File: config.mk
export PLATFORM = sky130hd
export DESIGN_NAME = ds_ctrl_flat
export DESIGN_NICKNAME = d
export VERILOG_FILES = /design/src/rtl/ds_pkg.sv /design/src/rtl/ds_ctrl_if.sv /design/src/rtl/ds_scoreboard.sv /design/src/rtl/ds_ctrl.sv /design/src/flat_wrapper.sv
export SDC_FILE = /design/constraint.sdc
export NUM_CORES = 1
export LEC_CHECK = 0
export ABC_AREA = 1
export CAP_MARGIN = 15
export CORE_MARGIN = 8
export CORE_UTILIZATION = 40
export DETAILED_ROUTE_END_ITERATION = 8
export PLACE_DENSITY = 0.74
export SLEW_MARGIN = 10
export SYNTH_ARGS = -nofsm -noshare
export SYNTH_HDL_FRONTEND = slang
export SYNTH_HIERARCHICAL = 1
export SYNTH_SLANG_ARGS = --single-unit
File: constraint.sdc
create_clock -name clk -period 2.8 [get_ports clk]
set_input_delay 0.84 -clock clk [delete_from_list [all_inputs] [get_ports clk]]
set_output_delay 0.84 -clock clk [all_outputs]
set_load 0.01 [all_outputs]
File: src/rtl/ds_pkg.sv
// ds_pkg: shared widths, counter limits and types for the decode-stage controller.
package ds_pkg;
   localparam int INST_W    = 16;
   localparam int NREG      = 4;
   localparam int REG_IDX_W = 2;
   localparam int CNT_W     = 2;
   localparam logic [CNT_W-1:0] CNT_MAX = '1;
   typedef logic [REG_IDX_W-1:0] reg_idx_t;
   typedef logic [CNT_W-1:0] cnt_t;
   typedef enum logic {EMPTY, FULL} stage_t;
endpackage

File: src/rtl/ds_ctrl_if.sv
// ds_ctrl_if: fetch/decoder/execute/writeback signals seen by the decode-stage controller.
interface ds_ctrl_if;
   import ds_pkg::*;
   logic              fs_valid;
   logic [INST_W-1:0] fs_to_ds_bus;
   logic              ds_allowin;
   logic [INST_W-1:0] ds_inst;
   reg_idx_t          ds_rx;
   reg_idx_t          ds_ry;
   logic              ds_rd_rx;
   logic              ds_rd_ry;
   logic              ds_we;
   reg_idx_t          ds_dest;
   logic              ds_to_es_valid;
   logic              es_allowin;
   logic              wb_we;
   reg_idx_t          wb_dest;
   logic              flush;
   logic              ds_stall;
   logic [NREG-1:0]   busy;
   modport slave (
      input  fs_valid, fs_to_ds_bus, ds_rx, ds_ry, ds_rd_rx, ds_rd_ry, ds_we, ds_dest,
             es_allowin, wb_we, wb_dest, flush,
      output ds_allowin, ds_inst, ds_to_es_valid, ds_stall, busy
   );
   modport master (
      output fs_valid, fs_to_ds_bus, ds_rx, ds_ry, ds_rd_rx, ds_rd_ry, ds_we, ds_dest,
             es_allowin, wb_we, wb_dest, flush,
      input  ds_allowin, ds_inst, ds_to_es_valid, ds_stall, busy
   );
endinterface

File: src/rtl/ds_scoreboard.sv
// ds_scoreboard: per-register in-flight write counters with issue increment and writeback decrement.
module ds_scoreboard
   import ds_pkg::*;
(
   input  logic            clk,
   input  logic            resetn,
   input  logic            inc_i,
   input  reg_idx_t        inc_idx_i,
   input  logic            dec_i,
   input  reg_idx_t        dec_idx_i,
   input  reg_idx_t        rx_i,
   input  reg_idx_t        ry_i,
   input  reg_idx_t        dest_i,
   output cnt_t            cnt_rx_o,
   output cnt_t            cnt_ry_o,
   output cnt_t            cnt_dest_o,
   output logic [NREG-1:0] busy_o
);
   cnt_t [NREG-1:0] cnt_q, cnt_d;
   logic [NREG-1:0] up, dn;
   // simultaneous issue and retire on one register cancel; retire at zero is dropped
   always_comb begin
      for (int i = 0; i < NREG; i++) begin
         up[i]     = inc_i && inc_idx_i == reg_idx_t'(i);
         dn[i]     = dec_i && dec_idx_i == reg_idx_t'(i);
         cnt_d[i]  = (up[i] && !dn[i]) ? cnt_q[i] + 1'b1 :
                     (dn[i] && !up[i] && cnt_q[i] != '0) ? cnt_q[i] - 1'b1 : cnt_q[i];
         busy_o[i] = cnt_q[i] != '0;
      end
   end
   always_ff @(posedge clk or negedge resetn)
      if (!resetn) cnt_q <= '0;
      else cnt_q <= cnt_d;
   assign cnt_rx_o   = cnt_q[rx_i];
   assign cnt_ry_o   = cnt_q[ry_i];
   assign cnt_dest_o = cnt_q[dest_i];
endmodule

File: src/rtl/ds_ctrl.sv
// ds_ctrl: ID-stage pipeline register, hazard check and valid/allowin handshake.
// Optional DS_CTRL_STALL_CNT_EN adds a saturating stall-cycle counter output.
module ds_ctrl
   import ds_pkg::*;
(
   input  logic        clk,
   input  logic        resetn,
   ds_ctrl_if.slave    bus
`ifdef DS_CTRL_STALL_CNT_EN
   ,
   output logic [15:0] stall_cnt
`endif
);
   stage_t            state_q, state_d;
   logic [INST_W-1:0] ds_inst_q, ds_inst_d;
   logic              full, hazard, ready_go, es_fire;
   cnt_t              cnt_rx, cnt_ry, cnt_dest;
   assign full     = state_q == FULL;
   // registered counts only: a stalled reader issues the cycle after its count reaches zero
   assign hazard   = full && ((bus.ds_rd_rx && cnt_rx != '0) || (bus.ds_rd_ry && cnt_ry != '0) ||
                              (bus.ds_we && cnt_dest == CNT_MAX));
   assign ready_go = !hazard;
   assign bus.ds_stall       = full && hazard;
   assign bus.ds_to_es_valid = full && ready_go && !bus.flush;
   assign bus.ds_allowin     = !full || (ready_go && bus.es_allowin);
   assign bus.ds_inst        = ds_inst_q;
   assign es_fire  = bus.ds_to_es_valid && bus.es_allowin;
   always_comb begin
      state_d   = bus.ds_allowin ? (bus.fs_valid ? FULL : EMPTY) : bus.flush ? EMPTY : state_q;
      ds_inst_d = (bus.ds_allowin && bus.fs_valid) ? bus.fs_to_ds_bus : ds_inst_q;
   end
   always_ff @(posedge clk or negedge resetn)
      if (!resetn) begin
         state_q   <= EMPTY;
         ds_inst_q <= '0;
      end else begin
         state_q   <= state_d;
         ds_inst_q <= ds_inst_d;
      end
   ds_scoreboard u_sb (
      .clk        (clk),
      .resetn     (resetn),
      .inc_i      (es_fire && bus.ds_we),
      .inc_idx_i  (bus.ds_dest),
      .dec_i      (bus.wb_we),
      .dec_idx_i  (bus.wb_dest),
      .rx_i       (bus.ds_rx),
      .ry_i       (bus.ds_ry),
      .dest_i     (bus.ds_dest),
      .cnt_rx_o   (cnt_rx),
      .cnt_ry_o   (cnt_ry),
      .cnt_dest_o (cnt_dest),
      .busy_o     (bus.busy)
   );
`ifdef DS_CTRL_STALL_CNT_EN
   logic [15:0] stall_cnt_q;
   always_ff @(posedge clk or negedge resetn)
      if (!resetn) stall_cnt_q <= '0;
      else if (bus.ds_stall && !bus.flush && stall_cnt_q != '1) stall_cnt_q <= stall_cnt_q + 1'b1;
   assign stall_cnt = stall_cnt_q;
`endif
endmodule

File: src/flat_wrapper.sv
// flat-port wrapper written by rule: the top's interface ports become plain ports
module ds_ctrl_flat import ds_pkg::*;
  (clk, resetn, bus_fs_valid, bus_fs_to_ds_bus, bus_ds_rx, bus_ds_ry, bus_ds_rd_rx, bus_ds_rd_ry, bus_ds_we, bus_ds_dest, bus_es_allowin, bus_wb_we, bus_wb_dest, bus_flush, bus_ds_allowin, bus_ds_inst, bus_ds_to_es_valid, bus_ds_stall, bus_busy);
  ds_ctrl_if bus_i ();
  input  logic clk;
  input  logic resetn;
  input wire logic [$bits(bus_i.fs_valid)-1:0] bus_fs_valid;
  input wire logic [$bits(bus_i.fs_to_ds_bus)-1:0] bus_fs_to_ds_bus;
  input wire logic [$bits(bus_i.ds_rx)-1:0] bus_ds_rx;
  input wire logic [$bits(bus_i.ds_ry)-1:0] bus_ds_ry;
  input wire logic [$bits(bus_i.ds_rd_rx)-1:0] bus_ds_rd_rx;
  input wire logic [$bits(bus_i.ds_rd_ry)-1:0] bus_ds_rd_ry;
  input wire logic [$bits(bus_i.ds_we)-1:0] bus_ds_we;
  input wire logic [$bits(bus_i.ds_dest)-1:0] bus_ds_dest;
  input wire logic [$bits(bus_i.es_allowin)-1:0] bus_es_allowin;
  input wire logic [$bits(bus_i.wb_we)-1:0] bus_wb_we;
  input wire logic [$bits(bus_i.wb_dest)-1:0] bus_wb_dest;
  input wire logic [$bits(bus_i.flush)-1:0] bus_flush;
  output wire logic [$bits(bus_i.ds_allowin)-1:0] bus_ds_allowin;
  output wire logic [$bits(bus_i.ds_inst)-1:0] bus_ds_inst;
  output wire logic [$bits(bus_i.ds_to_es_valid)-1:0] bus_ds_to_es_valid;
  output wire logic [$bits(bus_i.ds_stall)-1:0] bus_ds_stall;
  output wire logic [$bits(bus_i.busy)-1:0] bus_busy;
  assign bus_i.fs_valid = bus_fs_valid;
  assign bus_i.fs_to_ds_bus = bus_fs_to_ds_bus;
  assign bus_i.ds_rx = bus_ds_rx;
  assign bus_i.ds_ry = bus_ds_ry;
  assign bus_i.ds_rd_rx = bus_ds_rd_rx;
  assign bus_i.ds_rd_ry = bus_ds_rd_ry;
  assign bus_i.ds_we = bus_ds_we;
  assign bus_i.ds_dest = bus_ds_dest;
  assign bus_i.es_allowin = bus_es_allowin;
  assign bus_i.wb_we = bus_wb_we;
  assign bus_i.wb_dest = bus_wb_dest;
  assign bus_i.flush = bus_flush;
  assign bus_ds_allowin = bus_i.ds_allowin;
  assign bus_ds_inst = bus_i.ds_inst;
  assign bus_ds_to_es_valid = bus_i.ds_to_es_valid;
  assign bus_ds_stall = bus_i.ds_stall;
  assign bus_busy = bus_i.busy;
  ds_ctrl u_core (.clk(clk), .resetn(resetn), .bus(bus_i));
endmodule
==> run summary, run 1 <==
The run gives 1460 um^2 as the post-synthesis cell area. Dividing the detail-routed wire length by the instance count gives 12.8 um. TritonCTS built the clock tree.

The share of final-layout standard cells stronger than drive strength 1 was 0.191. Along the worst path, the maximum fanout reaches 3. The logs give 0 for the total count of max-transition violations in the final report and 25 for the clock sink count. The first routing iteration left 96 violations. By startpoint and endpoint, the worst setup path is classified as input port to primary output. Based on the critical path, the design can be clocked at up to 0.369 GHz. By instance count, the cell type seen most on the critical path is sky130_fd_sc_hd__a21oi_2. The tightest min-delay check is of the flip-flop to flip-flop type.

The logs give -706 ps for the placement-stage worst setup slack and 2120 um^2 for the post-detailed-placement cell area. Row generation in the floorplan step produced 22 rows. For the via count of the first global-routing pass, the log shows 1576. The region available for standard cell placement spans 3580 um^2. The final design instance area without fill was 2220 um^2; the count of port buffers added during placement was 55.

The library cells used most frequently in the layout, excluding fill and tap cells, are sky130_fd_sc_hd__nand2_1 (67), sky130_fd_sc_hd__clkdlybuf4s50_1 (46), sky130_fd_sc_hd__nand3_1 (44). The portion of synthesized cell area occupied by the leading cell type works out to 0.429. The worst hold path passes through 2 cells. For the I/O pin total, the log shows 56.

The die is 76.4 um tall. The flow ran to the end, and the final reports show no timing, DRC or antenna violations. The tools report the cell at the root of the clock tree as sky130_fd_sc_hd__clkbuf_4. The critical path crosses 9 cells after its start point.

The count of TritonRoute iterations in the first routing pass came out at 4. Between clock sinks in the finished design, the worst skew comes to 2.89 ps. Synthesis produced a netlist whose cell count is 208. The data required time of the critical path came out at 1960 ps.

Data on the critical path arrives at its endpoint at 1870 ps. The area growth from synthesis to layout is 52.0%. The capturing element type of the critical path is a primary output. Counting along the longest clock path gives a buffer depth of 2. The time the final worst path needs with I/O delays and setup came out at 2710 ps. The number of register bits inferred by synthesis works out to 25. For this run, the post-layout net count is 311. After clock tree synthesis, the clock-pin slew on the worst setup and hold paths is 150 ps. STA classifies the critical path startpoint as an input port. Leaving out fill and tap cells, the most frequent cell in the layout is sky130_fd_sc_hd__nand2_1. The logs give 0.620 for the core utilization of the finished layout and 0 for the post-route antenna net violation count. The number of placed instances, taps included, is 317. Dividing the detail-routed via count by the number of cells gives 4.90. The final route contains 1593 vias. For the total DRC errors in the routed layout, the log shows 0. The static leakage was 1.09 nW. Path depth of the worst reg2reg path: 14. The signal on the critical path passes through clkdlybuf4s15_1 > inv_2 > buf_12 > a21oi_2 > a21oi_2 > nand3_2 > nand4_1 > nand2_4 > buf_6. The warning count from the yosys run is 6.

The post-route fraction of the period consumed by the critical path came out at 0.967. The tools report the headroom to the max-slew limit as 0.734. Each instance of the synthesized netlist takes up on average 7.01 um^2.

For the sequential area share after synthesis, the log shows 0.429. At the pin with the least slew margin, the transition time is 398 ps. The critical path contains buffers and inverters numbering 4 combined. In the post-synthesis netlist, the biggest area contributors are sky130_fd_sc_hd__dfrtp_1 (43%), sky130_fd_sc_hd__nand2_1 (17%), sky130_fd_sc_hd__nand3_1 (15%), sky130_fd_sc_hd__a21oi_1 (6.2%), sky130_fd_sc_hd__inv_1 (5.4%). The wire-length estimate of the detail-placed layout is 3100 um. The worst-case IR drop observed on VDD is 418 uV.

The count of endpoints failing hold in the final timing report is 0, and the number of max-cap violations is 0. The routability-driven placement congestion ratio came out at 0.774. The initial cell density of the core came out at 0.408. The category of cells accounting for the largest share of critical-path delay was buffers and inverters.

The synthesized netlist contains 18 unique library cells. For this design the ratio of total power to cell area is 603 nW/um^2. The H-tree depth reported by CTS was 1; the number of antenna violations at the first check in global routing was 0. For the net count after synthesis, the log shows 241.

Buffers inserted during clock tree synthesis total 3. The die covers 5840 um^2. Summed over all instances, the cell type with the most area after synthesis is sky130_fd_sc_hd__dfrtp_1. For this design, the slowest cell found on the critical path is sky130_fd_sc_hd__clkdlybuf4s15_1.

For this run, the slowest stage of the critical path takes 190 ps. For the post-layout worst setup margin, the log shows 93.3 ps. The clock reaches the later pin of the worst-skew pair after 320 ps. The tools report the overall routing resource usage as 0.146. The logs give 26 for the largest net degree at the start of global routing and 0 for the antenna diode instance count.

The first global-routing pass estimated 7290 um of wire. Setup repair after global routing left no endpoint under its margin. Setup violations remaining at the end of the flow were counted as 0.

The die boundary width came out at 76.4 um. For this block, the routed nets add up to 4170 um of wire. The post-layout instance count excluding filler cells was 325; the total congestion overflow was 0.
synth_stat cells:
master	count
sky130_fd_sc_hd__nor2_1	6
sky130_fd_sc_hd__buf_2	1
sky130_fd_sc_hd__nand2_1	67
sky130_fd_sc_hd__clkinv_1	1
sky130_fd_sc_hd__buf_1	1
sky130_fd_sc_hd__inv_2	3
sky130_fd_sc_hd__nand3_1	45
sky130_fd_sc_hd__o21ai_2	2
sky130_fd_sc_hd__buf_4	1
sky130_fd_sc_hd__buf_6	1
sky130_fd_sc_hd__o21ai_0	6
sky130_fd_sc_hd__nand2_4	2
sky130_fd_sc_hd__a21oi_1	18
sky130_fd_sc_hd__nand3_2	1
sky130_fd_sc_hd__inv_1	21
sky130_fd_sc_hd__nand4_1	6
sky130_fd_sc_hd__dfrtp_1	25
sky130_fd_sc_hd__o21ai_1	1
kinds of logic (layout without fill, tap and decap cells):
group	after synthesis	in the layout	synth area share
AND/OR/NAND/NOR	127	127	0.390
flip-flops	25	25	0.429
AO/OA/AOI/OAI	27	27	0.0978
buffers and inverters	29	98	0.0832
per-stage QoR:
step	setup TNS (ps)	power, mW	hold WS (ps)
floorplan	0	0.815	471
global placement	-2900	1.13	452
detailed placement	-3280	1.14	458
CTS	0	1.33	494
global route	0	1.45	511
finish	0	1.34	491
cell type report:
| cell class | count | area (um^2) |
|---|---|---|
| Sequential cell | 25 | 626 |
| Timing Repair Buffer | 69 | 638 |
| Fill cell | 339 | 1360 |
| Tap cell | 48 | 60.1 |
| Inverter | 25 | 93.8 |
| Clock inverter | 1 | 7.51 |
| Clock buffer | 3 | 22.5 |
| Multi-Input combinational cell | 154 | 769 |
final timing paths:
check                                                   from                           endpoint  slack (ps)
min in group asynchronous                             resetn   u_core/u_sb/cnt_q[6]$_DFFE_PN0P_         860
max reg2reg                 u_core/u_sb/cnt_q[2]$_DFFE_PN0P_   u_core/u_sb/cnt_q[0]$_DFFE_PN0P_         580
min reg2reg                u_core/bus.ds_inst[8]$_DFFE_PN0P_  u_core/bus.ds_inst[8]$_DFFE_PN0P_         490
max                                           bus_ds_dest[1]                     bus_ds_allowin          90
max in group asynchronous                             resetn  u_core/bus.ds_inst[2]$_DFFE_PN0P_        1680
min                        u_core/bus.ds_inst[8]$_DFFE_PN0P_  u_core/bus.ds_inst[8]$_DFFE_PN0P_         490
registers in the layout, indices dropped and copies added, names as in the netlist:
register,cells
u_core/bus.ds_inst,16
u_core/u_sb/cnt_q,8
u_core/full,1
where the power goes:
group          leakage, nW  internal (mW)  switching (mW)  total [mW]
combinational        0.766          0.311           0.307       0.619
clock               0.0139         0.0545           0.116       0.170
sequential           0.313          0.451          0.0980       0.549
repair_timing:
| item | CTS | global route |
|---|---|---|
| setup buffers | 2 | 2 |
| resized for setup | 39 | 19 |
| pin swaps | 10 | 8 |
| hold buffers | 0 | 0 |
| endpoints found under the setup margin | 3 | 3 |
routing by layer:
metal	track usage	wire (um)
met4	0.0462	50
met3	0.0330	274
met2	0.231	1920
met1	0.192	1920
met5	0	0
worst reg2reg max path, stage by stage (launching register included):
cell and delay (ps):
sky130_fd_sc_hd__dfrtp_1 440, sky130_fd_sc_hd__inv_1 210, sky130_fd_sc_hd__o21ai_1 90, sky130_fd_sc_hd__a21oi_1 180
sky130_fd_sc_hd__a21oi_2 50, sky130_fd_sc_hd__o21ai_2 150, sky130_fd_sc_hd__nand4_1 130, sky130_fd_sc_hd__buf_4 150
sky130_fd_sc_hd__nor2_1 100, sky130_fd_sc_hd__buf_4 150, sky130_fd_sc_hd__nand2_1 50, sky130_fd_sc_hd__nor2_1 170
sky130_fd_sc_hd__nand2_1 100, sky130_fd_sc_hd__nand3_1 90, sky130_fd_sc_hd__nand2_1 60
Note: power is estimated with default switching activity, not from simulation.
==> run 2: changes to the inputs <==
RECOVER_POWER = 100   (was not set)
==> run 2 against run 1 <==
Net effect:
- clock-buffer cell count did not move
- final area decreased by 0.68%
- flip-flop and latch count stayed put
- setup slack is essentially flat
- sequential share of layout area up 0.19 points
- maximum frequency about the same
- sequential power about the same
- non-clock buffer count unchanged
- hold slack lost 5.2 ps
- cell count did not move
- clock skew grew 0.72 ps
==> run summary, run 2 (synthesized netlist as in run 1, its figures left out) <==
The run finished with clean final reports. The run gives 25 (unchanged) as the clock sink count. TritonCTS built the clock tree. The tools report the overall routing resource usage as 0.146 (unchanged). The H-tree depth reported by CTS is 1 (unchanged), and the count of endpoints failing hold in the final timing report is 0 (unchanged). The total DRC errors in the routed layout was 0 (unchanged). The clock-pin slew reported for the worst setup and hold paths after clock tree synthesis was 150 ps (about the same); the initial cell density of the core was 0.408 (unchanged). The arrival time of data at the critical path endpoint is 1870 ps (about the same), and the net total in the final layout is 311 (unchanged). The tools report the count of hold-fix buffers inserted at cts as 0 (unchanged). The tools report the count of vias placed by the detailed router as 1589 (-0.25%).

The post-route setup TNS was 0 ps (unchanged); the via count of the first global-routing pass was 1576 (unchanged). The static leakage was 1.10 nW (+0.92%). The final design instance area without fill is 2200 um^2 (-0.68%). Class of the most critical setup path: input port to primary output. The tools report the slack of the worst reg-to-reg path as 390 ps (-190 ps).

Startpoint of the most critical register-to-register path: u_core/u_sb/cnt_q[2]$_DFFE_PN0P_. The data required time of the critical path is 1960 ps (about the same). Leaving out fill and tap cells, the most frequent cells in the layout are sky130_fd_sc_hd__nand2_1 (68), sky130_fd_sc_hd__nand3_1 (44), sky130_fd_sc_hd__clkdlybuf4s50_1 (25), sky130_fd_sc_hd__dfrtp_1 (25), sky130_fd_sc_hd__dlygate4sd3_1 (21).

The share of final-layout standard cells stronger than drive strength 1 is 0.181 (-0.0108), and the worst hold path depth is 2 (unchanged). The startpoint type of the worst setup path is an input port. The setup violation total in the final timing report was 0 (unchanged); the power density relative to cell area was 588 nW/um^2 (-2.6%). The detailed-route vias per instance was 4.89 (-0.25%). The number of flip-flops under the largest register name was 16 (unchanged); the path depth of the worst reg2reg path was 12 (-2).

The path category of the worst min-delay check is flip-flop to flip-flop. The antenna diode instance count is 0 (unchanged). The layout-stage area growth over the synthesis result is 50.9%.

The logs give 56 (unchanged) for the I/O pin total and 1.29 mW (-3.2%) for the post-layout total power. The placement-stage worst setup slack came out at -706 ps (unchanged). The transition at the pin with the smallest max-transition slack was 1440 ps (+1040 ps). The post-route antenna net violation count came out at 0 (unchanged).

The logs give 2120 um^2 (unchanged) for the post-detailed-placement cell area and 0.0431 (-0.691) for the headroom to the max-slew limit. The total congestion overflow was 0 (unchanged). Endpoint of the worst-slack reg-to-reg timing path: u_core/bus.ds_inst[2]$_DFFE_PN0P_. The floorplan die area is 5840 um^2 (unchanged). The placed wire-length estimate came out at 3100 um (unchanged).

After global routing, the most crowded layer is met2. For the largest buffer count on any clock path, the log shows 2 (unchanged). The startpoint identified for the worst hold timing path is u_core/bus.ds_inst[9]$_DFFE_PN0P_. The run gives 320 ps (about the same) as the later-pin clock latency in the skew report. The number of core rows is 22 (unchanged), and the worst vdd rail ir drop is 407 uV (-2.6%). The routability-driven placement congestion ratio is 0.774 (unchanged), and the highest achievable clock rate is 0.369 GHz (about the same). The largest net degree at the start of global routing is 26 (unchanged), and the vertical die dimension is 76.4 um (unchanged). Leaving out fill and tap cells, the most frequent cell in the layout is sky130_fd_sc_hd__nand2_1. Setup repair after global routing left no endpoint under its margin.

The time the final worst path needs with I/O delays and setup is 2710 ps (+0.150 ps), and the maximum clock skew at final layout is 3.61 ps (+0.721 ps). For the tightest hold margin, the log shows 486 ps (-5.16 ps). The tools report the sum of routed wire length over all layers as 4170 um (about the same). The number of antenna violations at the first check in global routing was 0 (unchanged). The post-route fraction of the period consumed by the critical path came out at 0.967 (about the same). The core box area came out at 3580 um^2 (unchanged). For the violation count after the first detailed-routing iteration, the log shows 99 (+3.1%). Hold path endpoint: u_core/bus.ds_inst[9]$_DFFE_PN0P_. Count of port buffers added during placement: 55 (unchanged).

The capturing element type of the critical path is a primary output. The detail-routed net length per standard cell works out to 12.8 um (about the same). The met1 demand-to-capacity share in global routing was 0.192 (unchanged).

The fraction of met2 tracks used by global routing is 0.231 (unchanged). CTS placed an instance of sky130_fd_sc_hd__clkbuf_4 at the clock tree root. The met3 global-route usage was 0.0330 (unchanged); the count of TritonRoute iterations in the first routing pass was 4 (unchanged). The number of inserted filler cells in the final layout is 342 (+0.88%), and the number of CTS-inserted buffers is 3 (unchanged). The worst-path maximum fanout came out at 3 (unchanged). The die boundary width is 76.4 um (unchanged), and the global-route wire length before repair is 7290 um (unchanged).

The post-layout worst setup margin was 93.2 ps (-0.150 ps); the total count of max-transition violations in the final report was 0 (unchanged). For the number of max-cap violations, the log shows 0 (unchanged).
-- run 2: cell types whose count changed in the layout (fill, tap and decap cells not counted), moves of 2 or more --
cell / change
sky130_fd_sc_hd__buf_4: -4
sky130_fd_sc_hd__clkbuf_1: +2
sky130_fd_sc_hd__dlygate4sd3_1: +21
sky130_fd_sc_hd__clkdlybuf4s50_1: -21
sky130_fd_sc_hd__clkbuf_4: +2
-- run 2: area by class of cell --
type / count / area [um^2] / area share
clock buffer: 3 / 22.5 / 0.0102
clock inverter: 1 / 7.51 / 0.00341
inverter: 25 / 93.8 / 0.0426
multi-input combinational: 154 / 762 / 0.346
sequential: 25 / 626 / 0.284
tap: 48 / 60.1 / 0.0273
timing repair buffer: 69 / 631 / 0.286
-- run 2: metal layers --
metal	up-vias	share of wire
met1	714	0.46
met2	43	0.47
li1	828	-
met5	-	0
met4	0	0.012
met3	4	0.064
-- run 2: worst max-delay path by stage --
stage | startpoint | endpoint | slack [ps] | cells after the start
finish | bus_ds_dest[1] | bus_ds_allowin | 90 | 9
global route | bus_ds_dest[1] | bus_ds_allowin | 10 | 9
CTS | bus_ds_rx[1] | bus_ds_allowin | 5 | 9
detailed placement | bus_ds_rx[0] | bus_ds_allowin | -710 | 9
global placement | bus_ds_rx[0] | bus_ds_allowin | -670 | 9
floorplan | bus_ds_rx[0] | bus_ds_allowin | 150 | 8
-- run 2: power breakdown --
group	internal, mW	leakage, nW	total (mW)	switching [mW]
registers	0.451	0.313	0.547	0.0960
clock network	0.0545	0.0139	0.171	0.116
logic	0.276	0.776	0.577	0.301
-- run 2: timing repair --
action / in CTS / in global routing
endpoints found under the setup margin: 3 / 3
gates resized for setup: 39 / 19
setup buffers: 2 / 2
pin swaps: 10 / 8
-- run 2: per-stage QoR --
stage / cells / util
after floorplan: 208 / -
after global placement: 317 / 0.592
after detailed placement: 317 / 0.592
after CTS: 323 / 0.606
after global routing: 325 / 0.615
final: 325 / 0.615
-- run 2: worst max-delay path, stage by stage --
cell	delay, ps
sky130_fd_sc_hd__clkdlybuf4s15_1	190
sky130_fd_sc_hd__inv_2	100
sky130_fd_sc_hd__buf_12	100
sky130_fd_sc_hd__a21oi_2	30
sky130_fd_sc_hd__a21oi_2	160
sky130_fd_sc_hd__nand3_2	110
sky130_fd_sc_hd__nand4_1	150
sky130_fd_sc_hd__nand2_4	60
sky130_fd_sc_hd__buf_6	120
